--- src/rtl/zoom_frame_reader.sv ---
// Raster-scans a WIDTH x HEIGHT pixel region of dmem and emits it as a valid/ready pixel stream with eol/eof tags.
// Optional frame checksum on the output stream is enabled by defining ZOOM_RD_CHECKSUM_EN.
module zoom_frame_reader #(
  parameter int          ADDR_W    = 32,
  parameter int unsigned BASE_ADDR = 8192,
  parameter int          WIDTH     = 100,
  parameter int          HEIGHT    = 100
) (
  input  logic              clk,
  input  logic              reset,
  input  logic              start,
  output logic              busy,
  output logic              done,
  output logic              mem_rd_en,
  output logic [ADDR_W-1:0] mem_addr,
  input  logic [7:0]        mem_rdata,
  output logic              m_valid,
  input  logic              m_ready,
  output logic [7:0]        m_data,
  output logic              m_eol,
  output logic              m_eof,
  output logic [15:0]       checksum
);

  localparam int COL_W = (WIDTH > 1) ? $clog2(WIDTH) : 1;
  localparam int ROW_W = (HEIGHT > 1) ? $clog2(HEIGHT) : 1;
  localparam logic [COL_W-1:0]  COL_LAST = COL_W'(WIDTH - 1);
  localparam logic [ROW_W-1:0]  ROW_LAST = ROW_W'(HEIGHT - 1);
  localparam logic [ADDR_W-1:0] BASE     = ADDR_W'(BASE_ADDR);

  typedef enum logic [1:0] {S_IDLE, S_RUN, S_FLUSH, S_DONE} state_t;

  state_t            state_reg, state_next;
  logic [ADDR_W-1:0] addr_reg, addr_next;
  logic [COL_W-1:0]  col_reg, col_next;
  logic [ROW_W-1:0]  row_reg, row_next;
  logic              inflight_reg;
  logic [1:0]        tag_reg;
  logic              wr_ptr_reg, rd_ptr_reg;
  logic [1:0]        count_reg, count_next;

  logic       clear;
  logic       issue;
  logic       push;
  logic       pop;
  logic       last_read;
  logic       tag_eol;
  logic       tag_eof;
  logic [9:0] head;
  logic [9:0] entry_q [2];

  assign push      = inflight_reg;
  assign pop       = (count_reg != 2'd0) && m_ready;
  assign tag_eol   = (col_reg == COL_LAST);
  assign tag_eof   = tag_eol && (row_reg == ROW_LAST);
  assign last_read = tag_eof;

  // Occupancy counts reads still in flight so the 2-entry FIFO can never overflow.
  assign issue = (state_reg == S_RUN) &&
                 (({1'b0, count_reg} + {2'b00, inflight_reg} - {2'b00, pop}) < 3'd2);

  assign count_next = count_reg + {1'b0, push} - {1'b0, pop};

  always_comb begin
    state_next = state_reg;
    addr_next  = addr_reg;
    col_next   = col_reg;
    row_next   = row_reg;
    clear      = 1'b0;
    case (state_reg)
      S_IDLE: begin
        if (start) begin
          state_next = S_RUN;
          addr_next  = BASE;
          col_next   = '0;
          row_next   = '0;
          clear      = 1'b1;
        end
      end
      S_RUN: begin
        if (issue) begin
          if (last_read) begin
            state_next = S_FLUSH;
          end else begin
            addr_next = addr_reg + ADDR_W'(1);
            if (tag_eol) begin
              col_next = '0;
              row_next = row_reg + ROW_W'(1);
            end else begin
              col_next = col_reg + COL_W'(1);
            end
          end
        end
      end
      S_FLUSH: begin
        // Looking at next-cycle occupancy lets done follow the final handshake directly.
        if (count_next == 2'd0) begin
          state_next = S_DONE;
        end
      end
      S_DONE:  state_next = S_IDLE;
      default: state_next = S_IDLE;
    endcase
  end

  always_ff @(posedge clk) begin
    if (reset) begin
      state_reg    <= S_IDLE;
      addr_reg     <= '0;
      col_reg      <= '0;
      row_reg      <= '0;
      inflight_reg <= 1'b0;
      tag_reg      <= 2'b00;
      wr_ptr_reg   <= 1'b0;
      rd_ptr_reg   <= 1'b0;
      count_reg    <= 2'd0;
    end else begin
      state_reg    <= state_next;
      addr_reg     <= addr_next;
      col_reg      <= col_next;
      row_reg      <= row_next;
      inflight_reg <= issue;
      if (issue) begin
        tag_reg <= {tag_eol, tag_eof};
      end
      if (clear) begin
        wr_ptr_reg <= 1'b0;
        rd_ptr_reg <= 1'b0;
        count_reg  <= 2'd0;
      end else begin
        if (push) wr_ptr_reg <= ~wr_ptr_reg;
        if (pop)  rd_ptr_reg <= ~rd_ptr_reg;
        count_reg <= count_next;
      end
    end
  end

  genvar gi;
  generate
    for (gi = 0; gi < 2; gi++) begin : g_fifo
      logic [9:0] entry_reg;
      always_ff @(posedge clk) begin
        if (reset) begin
          entry_reg <= '0;
        end else if (push && (wr_ptr_reg == 1'(gi))) begin
          entry_reg <= {tag_reg, mem_rdata};
        end
      end
      assign entry_q[gi] = entry_reg;
    end
  endgenerate

  assign head      = rd_ptr_reg ? entry_q[1] : entry_q[0];
  assign m_valid   = (count_reg != 2'd0);
  assign m_data    = head[7:0];
  assign m_eof     = head[8];
  assign m_eol     = head[9];
  assign busy      = (state_reg == S_RUN) || (state_reg == S_FLUSH);
  assign done      = (state_reg == S_DONE);
  assign mem_rd_en = issue;
  assign mem_addr  = addr_reg;

`ifdef ZOOM_RD_CHECKSUM_EN
  logic [15:0] checksum_reg;
  always_ff @(posedge clk) begin
    if (reset) begin
      checksum_reg <= 16'd0;
    end else if (clear) begin
      checksum_reg <= 16'd0;
    end else if (pop) begin
      checksum_reg <= checksum_reg + {8'd0, m_data};
    end
  end
  assign checksum = checksum_reg;
`else
  assign checksum = 16'd0;
`endif

endmodule

--- config.mk ---
export PLATFORM = sky130hd
export DESIGN_NAME = zoom_frame_reader
export DESIGN_NICKNAME = d
export VERILOG_FILES = /design/src/rtl/zoom_frame_reader.sv
export SDC_FILE = /design/constraint.sdc
export NUM_CORES = 1
export LEC_CHECK = 0
export ABC_AREA = 1
export CORE_AREA = 2 2 95 97
export CTS_CLUSTER_DIAMETER = 120
export CTS_CLUSTER_SIZE = 28
export DETAILED_ROUTE_END_ITERATION = 10
export DIE_AREA = 0 0 97 99
export PLACE_DENSITY = 0.81
export SETUP_SLACK_MARGIN = 0.1
export SLEW_MARGIN = 10
export SYNTH_ARGS = -nofsm -noshare
export SYNTH_HDL_FRONTEND = slang
export SYNTH_SLANG_ARGS = --single-unit
--- constraint.sdc ---
create_clock -name clk -period 3.23 [get_ports clk]
set_input_delay 0.323 -clock clk [delete_from_list [all_inputs] [get_ports clk]]
set_output_delay 0.323 -clock clk [all_outputs]
set_load 0.03 [all_outputs]
==> impl_metrics.csv <==
group,metric,value,unit
placement,place_congestion,0.931,
drt,wire_per_inst,13.0,um
timing,fmax,347,MHz
power,ir_worst_vdd,0.330,mV
drt,drt_iter0_drc,245,
worst_hold_path,worstHoldPathType,"reg -> reg",
floorplanning,fp-row-count,34,
timing,tns,0,ns
timing,worstMarginPinSlew,0.684,ns
clocking,root_buffer,"clkbuf_8",
floorplanning,die_w,97,um
clocking,clock_sinks,75,
placement,port-buffer-count,57,
status,status,"finished clean",
yosys,ys_ff_latch,75,
yosys,synth.distinct_cells,34,
yosys,synth.yosys.seq_area_share,33.0,%
clocking,cts_max_level,3,
clocking,clk-insertion-delay-late,0.36,ns
clocking,cts_resized,0,
worst_hold_path,hold_depth,2,
clocking,hold_buffers,0,
global_route,grtUsageTotal,24.6,%
worst_setup_path,cp.required,2.91,ns
timing,min_period,2.88,ns
timing,final_hold_viol_count,0,
global_route,grt_pass1_wl,19.8,mm
finish,largest_reg_flops,32,
global_route,grt_max_degree,40,
yosys,syn_area,4550,sq um
power,p_leak,2.12,nW
floorplanning,core,8550,sq um
timing,grt_setup_unrepaired,"no",
clocking,cts_tree,"done",
worst_setup_path,end_kind,"output pin",
clocking,postCtsSetupBuffers,0,
clocking,clk_pin_slew,0.09,ns
floorplanning,dieArea,9600,sq um
placement,dpl_worst_slack,0.247,ns
yosys,syn_avg_cell_area,6.16,sq um
yosys,synth_warnings,0,
clocking,cts_buffer_depth,2,
flow_run,max-cap-violations,0,
drt,vias,4748,
power,power.density,682,nW/um^2
timing,slew_viol_final,0,
finish,drive_gt1_share,5.79,%
drt,dr.pass1.iters,5,
timing,fin_worst_skew,0.0101,ns
global_route,grt.overflow.total,0,
worst_setup_path,crit_arrival,2.56,ns
worst_setup_path,path_class,"reg -> out",
global_route,grt_pass1_vias,4330,
drt,drt-total-wl,11.7,mm
worst_setup_path,critPathMaxFanout,5,
timing,setup_viol,0,
timing,slew_headroom,54.4,%
floorplanning,initial_core_util,53.2,%
global_route,antenna_found_initial,0,
floorplanning,die_h,99,um
clocking,cts_buffers,9,
drt,ant_nets,0,
timing,finalCritPeriodShare,89.2,%
drt,drc,0,
timing,finalWorstSetupSlack,0.349,ns
finish,area_growth,16.6,%
drt,via_per_inst,5.26,
worst_setup_path,r2r_cells,16,
finish,final_nets,812,
yosys,syn-instance-count,739,
floorplanning,io-pin-count,74,
placement,dp_hpwl,8.28,mm
worst_setup_path,startpoint_type,"flip-flop",
finish,num_antenna_cells,0,
## cell families after synthesis
logic type / after synthesis / synth area share, %
buffers and inverters: 118 / 12.1
and+or+nand+nor: 455 / 41.7
AOI/OAI and AO/OA: 72 / 8.63
xor gates and xnor gates: 7 / 1.35
other: 1 / 0.0824
DFF: 75 / 33.0
adders and majority gates: 11 / 3.19
## path summary, 6_finish.rpt
check	startpoint	slack, ns	end
hold reg to reg	wr_ptr_reg	0.49	wr_ptr_reg
setup / recovery	count_reg[1]	0.35	mem_rd_en
setup reg to reg	count_reg[1]	0.47	mem_addr[12]
hold / removal	wr_ptr_reg	0.49	wr_ptr_reg
## layer usage
metal	routed length [um]	GRT usage, %	vias to the layer above
met5	0	0	-
met2	5500	41.6	163
met3	681	3.90	15
met1	5370	32.5	2220
met4	156	7.69	0
li1	-	-	2350
## final cells by class
cell class | instances | area, sq um
Fill cell | 781 | 3240
Multi-Input combinational cell | 561 | 2560
Sequential cell | 75 | 1500
Timing Repair Buffer | 64 | 633
Inverter | 78 | 293
Tap cell | 108 | 135
Clock buffer | 9 | 124
Clock inverter | 7 | 65.1
## placed cells by master, fill, tap and decap left out, types with 3 or more instances in the layout
cell type,instances
a21oi_1,28
buf_4,7
clkbuf_8,9
clkdlybuf4s50_1,56
conb_1,16
dfxtp_1,75
ha_1,10
inv_1,74
inv_6,3
nand2_1,232
nand2_2,6
nand3_1,29
nand3b_1,4
nand4_1,13
nor2_1,144
nor2_2,5
nor2_4,3
nor3_1,10
nor3b_1,4
o21ai_0,34
o21bai_1,5
xor2_1,5
## where the power goes
| part | switching [mW] | internal [mW] | leakage, nW |
|---|---|---|---|
| Clock | 0.425 | 0.300 | 0.0947 |
| Combinational | 1.14 | 0.557 | 1.42 |
| Sequential | 0.131 | 1.07 | 0.608 |
| Total | 1.70 | 1.92 | 2.12 |
## synth_stat cells
library cell    n  area share [%]
a21oi_2         1            0.19
nand2_1       232              19
nand2_4         2            0.49
clkbuf_1       12            0.99
nor3_1         10             1.1
nand3_1        29             3.2
a21boi_0        2            0.33
fa_1            1            0.44
and2_1          1            0.14
inv_1          74             6.1
buf_6           5             1.2
dfxtp_1        75              33
buf_4          18             3.0
buf_1           2            0.16
nand4_1        13             1.8
nor2_4          3            0.74
nand2_2         6            0.82
clkinv_1        2            0.16
nor2_1        145              12
conb_1          1           0.082
xnor2_1         2            0.38
o21bai_1        5            0.82
buf_2           3            0.33
nand3_2         2            0.44
a21oi_1        28             3.1
nor3b_1         4            0.66
o21ai_0        34             3.7
xor2_1          5            0.96
ha_1           10             2.7
nor2_2          4            0.55
nand3b_1        4            0.66
o21ai_1         1            0.11
inv_2           2            0.16
a21oi_4         1            0.36
## critical path, stage by stage (launching register included)
cell and delay [ns]:
dfxtp_1 0.34, inv_2 0.08, nand2_1 0.07, nand2_1 0.08, inv_1 0.05, ha_1 0.26, inv_1 0.03, ha_1 0.18
fa_1 0.47, inv_1 0.10, nand3_2 0.14, nor2_2 0.20, buf_4 0.20
## through the flow
| step | utilization [%] | area (sq um) | instances | hold slack (ns) | power, mW |
|---|---|---|---|---|---|
| floorplan | - | 4610 | 754 | 0.453 | 2.49 |
| global placement | 59.9 | 5120 | 886 | 0.461 | 2.84 |
| detailed placement | 59.9 | 5120 | 886 | 0.468 | 2.90 |
| CTS | 62.1 | 5310 | 902 | 0.483 | 3.61 |
| global route | 62.1 | 5310 | 902 | 0.506 | 3.88 |
| finish | 62.1 | 5310 | 902 | 0.488 | 3.62 |
(Power assumes the default switching activity.)
